--- config.mk ---
export PLATFORM = sky130hd
export DESIGN_NAME = aes_req_sched
export DESIGN_NICKNAME = d
export VERILOG_FILES = /design/src/rtl/aes_req_sched_pkg.sv /design/src/rtl/aes_req_sched_rr_arbiter.sv /design/src/rtl/aes_req_sched.sv
export SDC_FILE = /design/constraint.sdc
export NUM_CORES = 1
export LEC_CHECK = 0
export ABC_CLOCK_PERIOD_IN_PS = 2600
export CAP_MARGIN = 10
export CORE_AREA = 3 3 413 415
export DETAILED_ROUTE_END_ITERATION = 8
export DIE_AREA = 0 0 416 418
export PLACE_DENSITY = 0.36
export SLEW_MARGIN = 20
export SYNTH_ARGS = -nofsm -noshare
export SYNTH_HDL_FRONTEND = slang
export SYNTH_SLANG_ARGS = --single-unit
--- constraint.sdc ---
create_clock -name clk -period 2.6 [get_ports clk]
set_clock_uncertainty 0.05 [all_clocks]
set_input_delay 0.26 -clock clk [delete_from_list [all_inputs] [get_ports clk]]
set_output_delay 0.26 -clock clk [all_outputs]
set_load 0.05 [all_outputs]
--- src/rtl/aes_req_sched_pkg.sv ---
// Shared types and constants for the round-robin AES request scheduler.
// Bit 127 of every 128-bit block is the first (most significant) bit the core sees.
package aes_sched_pkg;

  typedef enum logic [1:0] {
    ST_IDLE = 2'd0,
    ST_LOAD = 2'd1,
    ST_RUN  = 2'd2,
    ST_RESP = 2'd3
  } sched_state_e;

  localparam int AES_LAT = 11;

  function automatic int src_width(input int n);
    return (n > 1) ? $clog2(n) : 1;
  endfunction

endpackage

--- src/rtl/aes_req_sched_rr_arbiter.sv ---
// Combinational round-robin arbiter: picks the first asserted request at or after ptr_i, wrapping.
module rr_arbiter #(
  parameter int NREQ  = 2,
  parameter int IDX_W = 1
) (
  input  logic [NREQ-1:0]  req_i,
  input  logic [IDX_W-1:0] ptr_i,
  output logic [NREQ-1:0]  gnt_o,
  output logic [IDX_W-1:0] idx_o,
  output logic             any_o
);

  int               cand;
  logic [IDX_W-1:0] cand_idx;
  logic             found;

  always_comb begin
    gnt_o    = '0;
    idx_o    = '0;
    found    = 1'b0;
    cand     = 0;
    cand_idx = '0;
    for (int k = 0; k < NREQ; k++) begin
      cand = int'(ptr_i) + k;
      if (cand >= NREQ) begin
        cand = cand - NREQ;
      end else begin
        cand = cand;
      end
      cand_idx = IDX_W'(cand);
      if (!found && req_i[cand_idx]) begin
        gnt_o[cand_idx] = 1'b1;
        idx_o           = cand_idx;
        found           = 1'b1;
      end else begin
        found = found;
      end
    end
    any_o = found;
  end

endmodule

--- src/rtl/aes_req_sched.sv ---
// Shares one iterative aes_core among NREQ requesters: round-robin accept, load, wait for done
// (with timeout), then hold the result on a single valid/ready response port.
module aes_req_sched
  import aes_sched_pkg::*;
#(
  parameter  int NREQ     = 2,
  parameter  int TAG_W    = 4,
  parameter  int WAIT_MAX = 16,
  localparam int SRC_W    = src_width(NREQ)
) (
  input  logic                    clk,
  input  logic                    rst_n,
  input  logic [NREQ-1:0]         req_valid,
  output logic [NREQ-1:0]         req_ready,
  input  logic [NREQ*128-1:0]     req_key,
  input  logic [NREQ*128-1:0]     req_text,
  input  logic [NREQ*TAG_W-1:0]   req_tag,
  output logic                    rsp_valid,
  input  logic                    rsp_ready,
  output logic [127:0]            rsp_data,
  output logic [TAG_W-1:0]        rsp_tag,
  output logic [SRC_W-1:0]        rsp_src,
  output logic                    aes_ld,
  output logic [127:0]            aes_key,
  output logic [127:0]            aes_text_in,
  input  logic                    aes_done,
  input  logic [127:0]            aes_text_out,
  output logic                    busy,
  output logic                    err
);

  localparam int CNT_W = $clog2(WAIT_MAX + 1);

  sched_state_e       state_q, state_d;
  logic [SRC_W-1:0]   ptr_q, ptr_d;
  logic [127:0]       key_q, key_d;
  logic [127:0]       text_q, text_d;
  logic [TAG_W-1:0]   tag_q, tag_d;
  logic [SRC_W-1:0]   src_q, src_d;
  logic [127:0]       data_q, data_d;
  logic [CNT_W-1:0]   cnt_q, cnt_d;
  logic               err_q, err_d;
  logic               valid_q, ld_q, busy_q;

  logic [NREQ-1:0]    gnt_s;
  logic [SRC_W-1:0]   gnt_idx_s;
  logic               gnt_any_s;
  logic [127:0]       key_sel_s;
  logic [127:0]       text_sel_s;
  logic [TAG_W-1:0]   tag_sel_s;

  rr_arbiter #(
    .NREQ  (NREQ),
    .IDX_W (SRC_W)
  ) u_arb (
    .req_i (req_valid),
    .ptr_i (ptr_q),
    .gnt_o (gnt_s),
    .idx_o (gnt_idx_s),
    .any_o (gnt_any_s)
  );

  // One-hot AND-OR mux of the granted requester's payload.
  always_comb begin
    key_sel_s  = '0;
    text_sel_s = '0;
    tag_sel_s  = '0;
    for (int i = 0; i < NREQ; i++) begin
      key_sel_s  = key_sel_s  | (req_key[i*128 +: 128]     & {128{gnt_s[i]}});
      text_sel_s = text_sel_s | (req_text[i*128 +: 128]    & {128{gnt_s[i]}});
      tag_sel_s  = tag_sel_s  | (req_tag[i*TAG_W +: TAG_W] & {TAG_W{gnt_s[i]}});
    end
  end

  always_comb begin
    state_d   = state_q;
    ptr_d     = ptr_q;
    key_d     = key_q;
    text_d    = text_q;
    tag_d     = tag_q;
    src_d     = src_q;
    data_d    = data_q;
    cnt_d     = cnt_q;
    err_d     = err_q;
    req_ready = '0;
    case (state_q)
      ST_IDLE: begin
        req_ready = gnt_s;
        if (gnt_any_s) begin
          key_d   = key_sel_s;
          text_d  = text_sel_s;
          tag_d   = tag_sel_s;
          src_d   = gnt_idx_s;
          ptr_d   = (gnt_idx_s == SRC_W'(NREQ - 1)) ? '0 : gnt_idx_s + SRC_W'(1);
          state_d = ST_LOAD;
        end else begin
          state_d = ST_IDLE;
        end
      end
      ST_LOAD: begin
        // Core still reports done while idle, so done is only meaningful from RUN on.
        cnt_d   = '0;
        state_d = ST_RUN;
      end
      ST_RUN: begin
        if (aes_done) begin
          data_d  = aes_text_out;
          state_d = ST_RESP;
        end else if (cnt_q == CNT_W'(WAIT_MAX - 1)) begin
          err_d   = 1'b1;
          data_d  = '0;
          state_d = ST_RESP;
        end else begin
          cnt_d   = cnt_q + CNT_W'(1);
        end
      end
      ST_RESP: begin
        if (rsp_ready) begin
          state_d = ST_IDLE;
        end else begin
          state_d = ST_RESP;
        end
      end
      default: begin
        state_d = ST_IDLE;
      end
    endcase
  end

  always_ff @(posedge clk or negedge rst_n) begin
    if (!rst_n) begin
      state_q <= ST_IDLE;
      ptr_q   <= '0;
      key_q   <= '0;
      text_q  <= '0;
      tag_q   <= '0;
      src_q   <= '0;
      data_q  <= '0;
      cnt_q   <= '0;
      err_q   <= 1'b0;
      valid_q <= 1'b0;
      ld_q    <= 1'b0;
      busy_q  <= 1'b0;
    end else begin
      state_q <= state_d;
      ptr_q   <= ptr_d;
      key_q   <= key_d;
      text_q  <= text_d;
      tag_q   <= tag_d;
      src_q   <= src_d;
      data_q  <= data_d;
      cnt_q   <= cnt_d;
      err_q   <= err_d;
      valid_q <= (state_d == ST_RESP);
      ld_q    <= (state_d == ST_LOAD);
      busy_q  <= (state_d != ST_IDLE);
    end
  end

  assign rsp_valid   = valid_q;
  assign rsp_data    = data_q;
  assign rsp_tag     = tag_q;
  assign rsp_src     = src_q;
  assign aes_ld      = ld_q;
  assign aes_key     = key_q;
  assign aes_text_in = text_q;
  assign busy        = busy_q;
  assign err         = err_q;

endmodule
**After elaboration in Yosys (flattened, before gate mapping)**

Cells that the tools add are included.

- $add $sub $neg: 5
- Multiply operators: 0
- Div/mod/pow operators: 0
- $lt $le $gt $ge: 6
- Eq/ne operators: 8
- Shifts and indexed selects: 0
- Multiplexer cells: 28
- Bitwise operators: 11
- Reductions and logical operators: 12

Operators with widths:

| cell | number |
|---|---|
| $and A128 B128 Y128 | 4 |
| $mux W128 | 2 |
| $or A128 B128 Y128 | 2 |
| $mux W1 | 14 |
| $mux W2 | 6 |
| $mux W5 | 2 |
| $pmux W5 S2 | 1 |
| $and A4 B4 Y4 | 2 |
| $pmux W2 S4 | 1 |
| $eq A2 B2 Y1 const B | 3 |
| $reduce_and A3 Y1 | 2 |
| $reduce_bool A2 Y1 | 3 |
| $add A5 B1 Y5 const B | 1 |
| $eq A5 B4 Y1 const B | 1 |
| $eq A2 B1 Y1 const B | 2 |
| $lt A1 B2 Y1 const B | 2 |
| $ne A2 B2 Y1 const B | 2 |
| $or A4 B4 Y4 | 1 |
| $reduce_and A2 Y1 | 2 |
| $logic_and A1 B1 Y1 | 3 |
| $add A1 B1 Y2 const B | 1 |
| $demux W1 S1 | 2 |
| $ge A1 B1 Y1 const B | 2 |
| $ge A1 B2 Y1 const B | 1 |
| other kinds (7) | 8 |

- Flip-flop bits (word level): 401
- Bits in latches: 0
- Memory bits (writable): 0
- ROM bits: 0
- Bits of input ports: 654
- Output and inout port bits: 395
- Logic and storage cells: 82
- Memories kept: 0

**Longest topological paths before layout**

Gate-level depths: netlist (run 1).

- Word-level depth: 11
- Gate-level depth with buffers: 7
- Gate-level depth less buffers: 7

**Modules after synthesis**

From an unflattened synthesis (run 1), not the netlist that was laid out.

- Cells, all modules: 1509
- Area, all modules: 16990.0 µm²

By module, submodules not included:

| module | times used | cells an instance | area an instance (µm²) | seq. area each (µm²) |
|---|---|---|---|---|
| aes_req_sched | 1 | 1504 | 16957.5 | 10034.6 |
| rr_arbiter | 1 | 5 | 32.5 | 0.0 |

**Least setup slack after synthesis (run 1)**

Ideal clock, no wire load.

- Path type: register to register
- Start: register cnt_q[0]
- End: register data_q[100], in the netlist rsp_data[100]
- Setup time: 0.067 ns
- Arrival: 1.734 ns
- Data required time: 2.483 ns
- Setup slack: 0.749 ns
- Cell stages (with the launch flop): 8
- Buffers on the path: 2
- Clock period less this slack: 1.851 ns
- Cell sequence: dfrtp_1 -> ha_1 -> and3_1 -> ha_1 -> o21ai_0 -> clkbuf_1 -> buf_2 -> a22o_1

- Longest elaborated chain between the ends: 3

RTL lines:

| what | RTL line | RTL |
|---|---|---|
| start, declared | aes_req_sched.sv:41 | `logic [CNT_W-1:0] cnt_q, cnt_d;` |
| start signal, assigned | aes_req_sched.sv:152 | `cnt_q <= cnt_d;` |
| $eq A5 B4 Y1 | aes_req_sched.sv:109 | `end else if (cnt_q == CNT_W'(WAIT_MAX - 1)) begin` |
| $reduce_bool A2 Y1 (no source line) | n/a |  |
| $reduce_and A2 Y1 (no source line) | n/a |  |
| end signal, assigned | aes_req_sched.sv:151 | `data_q <= data_d;` |
| end, declared | aes_req_sched.sv:40 | `logic [127:0] data_q, data_d;` |

Every way passes these cells.
A chain may end at the register's enable or synchronous reset.

**Worst setup path after layout (run 1)**

- Start: register data_q[1], in the netlist rsp_data[1]
- End: output rsp_data[1]

RTL lines:

| what | RTL line | RTL |
|---|---|---|
| end, declared | aes_req_sched.sv:20 | `output logic [127:0] rsp_data,` |

No word-level cell between the ends.

==> key figures, run 1 <==
Clock tree
  – Clock Latency Late Sink: 0.66 ns
  – CTS tree: done
  – Maximum root-to-sink buffer count: 3
  – # clock sinks: 401
  – CTS H-tree lvls: 2
  – CTS clk-pin slew, worst paths: 0.06 ns
  – Clock buffer count from CTS: 55
  – Root Buffer: clkbuf_16

Setup path
  – Cells along the critical path: clkdlybuf4s50_1
  – CP Data Required Time: 2.29 ns
  – Crit Path Class: reg -> out
  – Worst setup EP type: output port
  – R2R depth: 7
  – Crit Reg-Reg Endpoint: aes_key[107]
  – Largest stage delay, worst path: 1.05 ns
  – Slowest-stage cell, CP: clkdlybuf4s50_1
  – R2R setup slack: 0.45 ns
  – Startpoint Class: register
  – Crit path max fanout: 2
  – Crit path buf inv count: 1
  – Worst EP arrival: 2.08 ns
  – Critical path's top delay family: buffers and inverters
  – Worst reg2reg startpoint: state_q[1]

STA
  – Worst Tran Pin Value: 0.8561 ns
  – Fin Setup TNS: 0 ns
  – RSZ-0062 raised after global routing: no
  – Fmax: 418.4 MHz
  – Setup WS post-layout: 0.2101 ns
  – Post-route clock period utilization: 91.92%
  – Slew margin rel.: 42.75%
  – Slew Limit Fails: 0
  – Final period demand of the worst path: 2.390 ns
  – Final setup viols: 0
  – Endpoints failing hold: 0

Logic synthesis
  – Post-Syn Area: 16260 um2
  – Avg Cell Area, Syn: 12.86 um2
  – Syn Inst Count: 1265
  – Ys Warns: 0
  – Post-synthesis sequential area ratio: 61.71%
  – Combinational family with the most area after synthesis: compound AO/OA/AOI/OAI gates
  – Synthesized Nets: 1921
  – Post-synthesis simple-gate area fraction: 2.685%
  – Xor-xnor portion of the synthesized cell area: 0%
  – Compound-cell area share of the yosys netlist: 31.85%
  – Synthesized-area fraction occupied by adder cells: 0.1539%
  – Count of unique library cells instantiated by Yosys: 31
  – FF+latch count, synth: 401
  – Mux share of post-synthesis cell area: 0%

Pwr
  – Flop pwr share: 24.8%
  – Power Density: 1425 nW/um2
  – P_sw: 22090 uW
  – Clock share of power: 17.1%
  – Worst VDD drop: 0.6038 mV
  – Logic pwr share: 58.1%
  – Leak pwr: 0.01396 uW
  – Internal power: 23190 uW
  – Switch share: 48.79%

Run
  – Max-Cap Viols: 0

Run status
  – Status: finished clean

Floorplan
  – Die Span Y: 418 um
  – Core area: 167000 um2
  – Chip width: 416 um
  – Row count: 150
  – IO Count: 1049
  – Starting Density: 9.736%
  – Die area: 173900 um2

Routing
  – Routed WL: 120100 um
  – DR iter-0 viols: 1001
  – DRC: 0
  – Number of vias per cell: 3.427
  – Post-DRT Antenna Nets: 0
  – Vias: 15760
  – Mean routed wirelength per cell: 26.12 um
  – Drt first pass iters: 7

Placement
  – Post-DP HPWL: 97220 um
  – Final Wtd Congestion: 0.8242
  – I/O Buffers: 1048
  – Placed insts: 4473
  – DP Worst Slack: 0.3222 ns

Global route
  – Grt ovf: 0
  – GRT Resource Usage Total: 13.20%
  – Largest net degree at the start of global routing: 70
  – Vias in the first global route: 16840
  – Antenna violations before repair: 50
  – First-pass GRT wire length: 158200 um

Hold path
  – Worst Min Path Start: req_text[139]
  – WHS Path Cells: 2
  – Hold Path Sink: aes_text_in[11]
  – Worst Hold Class: in -> reg

Finish
  – Commonest non-fill, non-tap cell in the layout: clkdlybuf4s50_1
  – Synthesis-to-finish area growth: 95.39%
  – Most frequent cells in the layout: clkdlybuf4s50_1 (1029), dfrtp_1 (401), a22o_1 (345)
  – Final cell count without fillers: 4599
  – Layout cells sized above 1: 8.020%
  – Final #Nets: 2984
per-layer routing:
layer	track usage, %	up-vias	wire, um
met5	0	-	125
met4	3.336	22	2395
met3	4.773	119	10170
met2	22.33	531	59790
met1	15.80	8079	47660
li1	-	7009	-
power by group through the flow:
stage	clock, uW	combinational [uW]	sequential [uW]
final	7740	26300	11200
after global routing	8290	27500	11600
after CTS	8080	26800	11200
after detailed placement	0	26700	11300
after global placement	0	26700	11300
after floorplan	0	5780	20800
through the flow:
step	hold WS, ns	util, %	instance area, um2	total power [uW]
3_5_place_dp	0.2659	17.89	29880	37950
3_3_place_gp	0.2709	17.89	29880	37980
5_1_grt	0.07822	18.99	31730	47350
6_report	0.1278	19.02	31770	45280
2_1_floorplan	-0.08559	-	16260	26580
4_1_cts	0.04351	18.98	31710	46110
timing repair:
action | 4_1_cts | 5_1_grt
hold buffers | 1 | 0
hold endpoints to repair | 132 | 0
endpoints found under the setup margin | 1 | 0
gates resized for setup | 0 | 0
buffers inserted | 1 | 0
synthesized netlist by cell type, drive strengths merged:
cell type | number | area share (%)
dfrtp | 401 | 62
or2 | 1 | 0.038
and2 | 3 | 0.12
and3 | 2 | 0.077
o31ai | 1 | 0.046
o31a | 1 | 0.054
a21boi | 2 | 0.14
a2bb2oi | 1 | 0.054
inv | 6 | 0.14
o211ai | 1 | 0.046
o21ai | 6 | 0.18
a31o | 1 | 0.054
a21o | 217 | 10
o21bai | 1 | 0.046
nand2b | 1 | 0.038
o21a | 1 | 0.046
buf | 62 | 2.1
nor2 | 94 | 2.2
a221oi | 44 | 2.4
a21oi | 4 | 0.12
nand2 | 8 | 0.18
clkbuf | 57 | 1.3
ha | 2 | 0.15
a31oi | 1 | 0.038
a22o | 345 | 19
o2111ai | 1 | 0.054
and4b | 1 | 0.062
flip-flops by register name, summed over array words and instances, names as in the netlist, 2 cells and up:
register and cells:
aes_key 128, aes_text_in 128, cnt_q 5, rsp_data 128
rsp_tag 4, state_q 2
cells by family (layout without fill, tap and decap cells):
logic type / Yosys count / in the layout
other: 0 / 26
AO/OA/AOI/OAI: 627 / 627
buffers and inverters: 125 / 1229
flip-flops: 401 / 401
adder cells (fa/ha/maj): 2 / 2
AND/OR/NAND/NOR: 110 / 110
worst max-delay path by stage:
| stage | from | to | depth (start not counted) |
|---|---|---|---|
| 6_report | rsp_data[1] | rsp_data[1] | 1 |
| 5_1_grt | state_q[1] | req_ready[0] | 5 |
| 4_1_cts | state_q[1] | req_ready[0] | 5 |
| 3_5_place_dp | req_valid[1] | aes_text_in[93] | 6 |
| 3_3_place_gp | req_valid[1] | aes_key[0] | 6 |
| 2_1_floorplan | cnt_q[0] | rsp_data[100] | 7 |
worst reg2reg max path, delay by kind of cell (launching register included):
family                 cells  cell delay [ns]
DFF                        1             0.38
and+or+nand+nor            2             0.42
buffers and inverters      3             0.95
AOI/OAI and AO/OA          2             0.27
layout make-up:
class	instances	area [um2]
clock buffer	87	1687
timing repair buffer	1125	11390
multi-input combinational	739	5692
antenna	26	65.06
clock inverter	11	122.6
tap	2204	2758
inverter	6	22.52
sequential	401	10030
fill	18380	135300
Power figures use the tool's default switching activity.
==> run 2: changes to the inputs <==
ABC_AREA = 0   (was default)
CTS_CLUSTER_SIZE = 25   (was default)
==> results of run 2 <==
No change in the layout: final DEF, timing and power equal those of run 1.
==> run 3: changes to the inputs <==
ABC_AREA = default   (was 0)
CORE_AREA = 2 2 412 414   (was 3 3 413 415)
DIE_AREA = 0 0 414 416   (was 0 0 416 418)
==> run 3 against run 2 <==
Combinational power down 2%; setup slack better by 0.032 ns; first-iteration DRC count shrank 26%; critical path depth unchanged; sequential power hardly changed; via count decreased by 0.67%; global-route usage is 1.4 points lower; core utilization barely moved; fmax increased by 1.4%; sequential cell count did not move.
==> key figures, run 3 (synthesis results as in run 1) <==
Global route
  – M2 GR Usage: 20.83% (was 22.33%)
  – Grt ovf: 0 (unchanged)
  – Vias in the first global route: 16860 (was 16840)
  – First-pass GRT wire length: 143600 um (was 158200 um)
  – Met1 track demand over resource: 13.33% (was 15.80%)
  – GRT busiest layer: met2 (unchanged)
  – Met3 usage: 3.598% (was 4.773%)
  – GRT Resource Usage Total: 11.76% (was 13.20%)
  – Largest net degree at the start of global routing: 67 (was 70)
  – Antenna violations before repair: 29 (was 50)

Placement
  – Final Wtd Congestion: 0.8175 (was 0.8242)
  – Post-DP HPWL: 83150 um (was 97220 um)
  – Post-DP Area: 29960 um2 (was 29880 um2)
  – I/O Buffers: 1048 (unchanged)

Setup path
  – Crit path buf inv count: 1 (unchanged)
  – Worst setup EP type: output port (unchanged)
  – Slowest-stage cell, CP: clkdlybuf4s50_1 (unchanged)
  – Crit path max fanout: 2 (unchanged)
  – Cells along the critical path: clkdlybuf4s50_1 (unchanged)
  – Largest stage delay, worst path: 0.92 ns (was 1.05 ns)
  – Worst EP arrival: 2.05 ns (was 2.08 ns)
  – CP Data Required Time: 2.29 ns (about the same)
  – Crit Path Class: reg -> out (unchanged)
  – Critical path's top delay family: buffers and inverters (unchanged)
  – R2R setup slack: 0.40 ns (was 0.45 ns)
  – Startpoint Class: register (unchanged)

Floorplan
  – Chip width: 414 um (was 416 um)
  – Die Span Y: 416 um (was 418 um)
  – Core area: 168100 um2 (was 167000 um2)
  – Die area: 172200 um2 (was 173900 um2)
  – Starting Density: 9.671% (was 9.736%)
  – Row count: 151 (was 150)
  – IO Count: 1049 (unchanged)

Pwr
  – Power Density: 1410 nW/um2 (was 1425 nW/um2)
  – Worst VDD drop: 0.6237 mV (was 0.6038 mV)
  – Leak pwr: 0.01408 uW (was 0.01396 uW)
  – Power, Total: 45150 uW (was 45280 uW)

STA
  – Slew Limit Fails: 0 (unchanged)
  – Fin Setup TNS: 0 ns (unchanged)
  – Fmax: 424.1 MHz (was 418.4 MHz)
  – Slew margin rel.: 46.51% (was 42.75%)
  – Post-route clock period utilization: 90.68% (was 91.92%)
  – Worst Tran Pin Value: 0.7998 ns (was 0.8561 ns)
  – Endpoints failing hold: 0 (unchanged)
  – Final period demand of the worst path: 2.358 ns (was 2.390 ns)
  – Final setup viols: 0 (unchanged)
  – Hold WS: 0.1335 ns (was 0.1278 ns)
  – RSZ-0062 raised after global routing: no (unchanged)

Finish
  – Commonest non-fill, non-tap cell in the layout: clkdlybuf4s50_1 (unchanged)
  – Layout cells sized above 1: 8.368% (was 8.020%)
  – Synthesis-to-finish area growth: 96.91% (was 95.39%)
  – Final #Nets: 3001 (was 2984)
  – Most frequent cells in the layout: clkdlybuf4s50_1 (1041), dfrtp_1 (401), a22o_1 (345) (was clkdlybuf4s50_1 (1029), dfrtp_1 (401), a22o_1 (345))
  – Final Instance Area: 32020 um2 (was 31770 um2)

Clock tree
  – Clock buffer count from CTS: 56 (was 55)
  – Root Buffer: clkbuf_16 (unchanged)
  – CTS clk-pin slew, worst paths: 0.06 ns (about the same)
  – # clock sinks: 401 (unchanged)
  – Maximum root-to-sink buffer count: 3 (unchanged)
  – Clock Latency Late Sink: 0.65 ns (was 0.66 ns)
  – CTS tree: done (unchanged)
  – CTS H-tree lvls: 2 (unchanged)

Routing
  – DRC: 0 (unchanged)
  – DR iter-0 viols: 740 (was 1001)
  – Number of vias per cell: 3.386 (was 3.427)
  – Vias: 15660 (was 15760)
  – Routed WL: 106100 um (was 120100 um)
  – Drt first pass iters: 5 (was 7)
  – Post-DRT Antenna Nets: 0 (unchanged)
  – Mean routed wirelength per cell: 22.94 um (was 26.12 um)

Run
  – Max-Cap Viols: 0 (unchanged)

Hold path
  – Worst Hold Class: in -> reg (unchanged)

Run status
  – Status: finished clean (unchanged)
run 3: area by class of cell:
class | instances | area, um2
clock buffer | 80 | 1632
tap | 2218 | 2775
inverter | 6 | 22.52
antenna | 16 | 40.04
sequential | 401 | 10030
timing repair buffer | 1141 | 11520
clock inverter | 23 | 302.8
fill | 18500 | 136100
multi-input combinational | 739 | 5692
run 3: layer usage:
metal | wire length [um] | part of all wire [%] | up-vias
li1 | - | - | 7018
met1 | 41340 | 39 | 7972
met2 | 55400 | 52 | 536
met3 | 6953 | 6.6 | 113
met4 | 2275 | 2.1 | 16
met5 | 120 | 0.11 | -
run 3: path summary, 6_finish.rpt:
kind | start | to | depth (start not counted)
hold reg to reg | err | err | 1
hold / removal | req_text[161] | aes_text_in[33] | 2
setup / recovery | aes_text_in[75] | aes_text_in[75] | 1
setup reg to reg | state_q[0] | aes_text_in[81] | 7
max in group asynchronous | rst_n | aes_text_in[94] | 4
min in group asynchronous | rst_n | aes_text_in[121] | 3
run 3: metrics by stage:
| stage | setup WS (ns) | instances | utilization [%] |
|---|---|---|---|
| floorplan | 0.7493 | 1265 | - |
| global placement | 0.3039 | 4498 | 17.82 |
| detailed placement | 0.2823 | 4498 | 17.82 |
| CTS | 0.002405 | 4605 | 19.00 |
| global route | 0.08761 | 4623 | 19.04 |
| finish | 0.2422 | 4624 | 19.04 |
run 3: timing repair:
| item | in CTS | in global routing |
|---|---|---|
| pin swaps | 1 | 0 |
| gates resized for setup | 1 | 0 |
| cloned | 0 | 1 |
| endpoints found under the setup margin | 2 | 1 |
| endpoints found under the hold margin | 231 | 0 |
| hold buffers | 3 | 0 |
| setup buffers | 1 | 2 |
run 3: power by group:
| part | leakage [uW] | internal (uW) | switching [uW] |
|---|---|---|---|
| logic | 0.00818 | 9600 | 16200 |
| registers | 0.00495 | 9210 | 1910 |
| clock network | 0.000949 | 4860 | 3340 |
| total | 0.0141 | 23700 | 21500 |
run 3: worst register-to-register path, cell delays in order, from the launching register on:
cell and delay, ns:
dfrtp_1 0.38, nor2_1 0.19, buf_4 0.21, and2_4 0.17, buf_4 0.22, buf_4 0.57
a22o_1 0.26, a21o_1 0.08
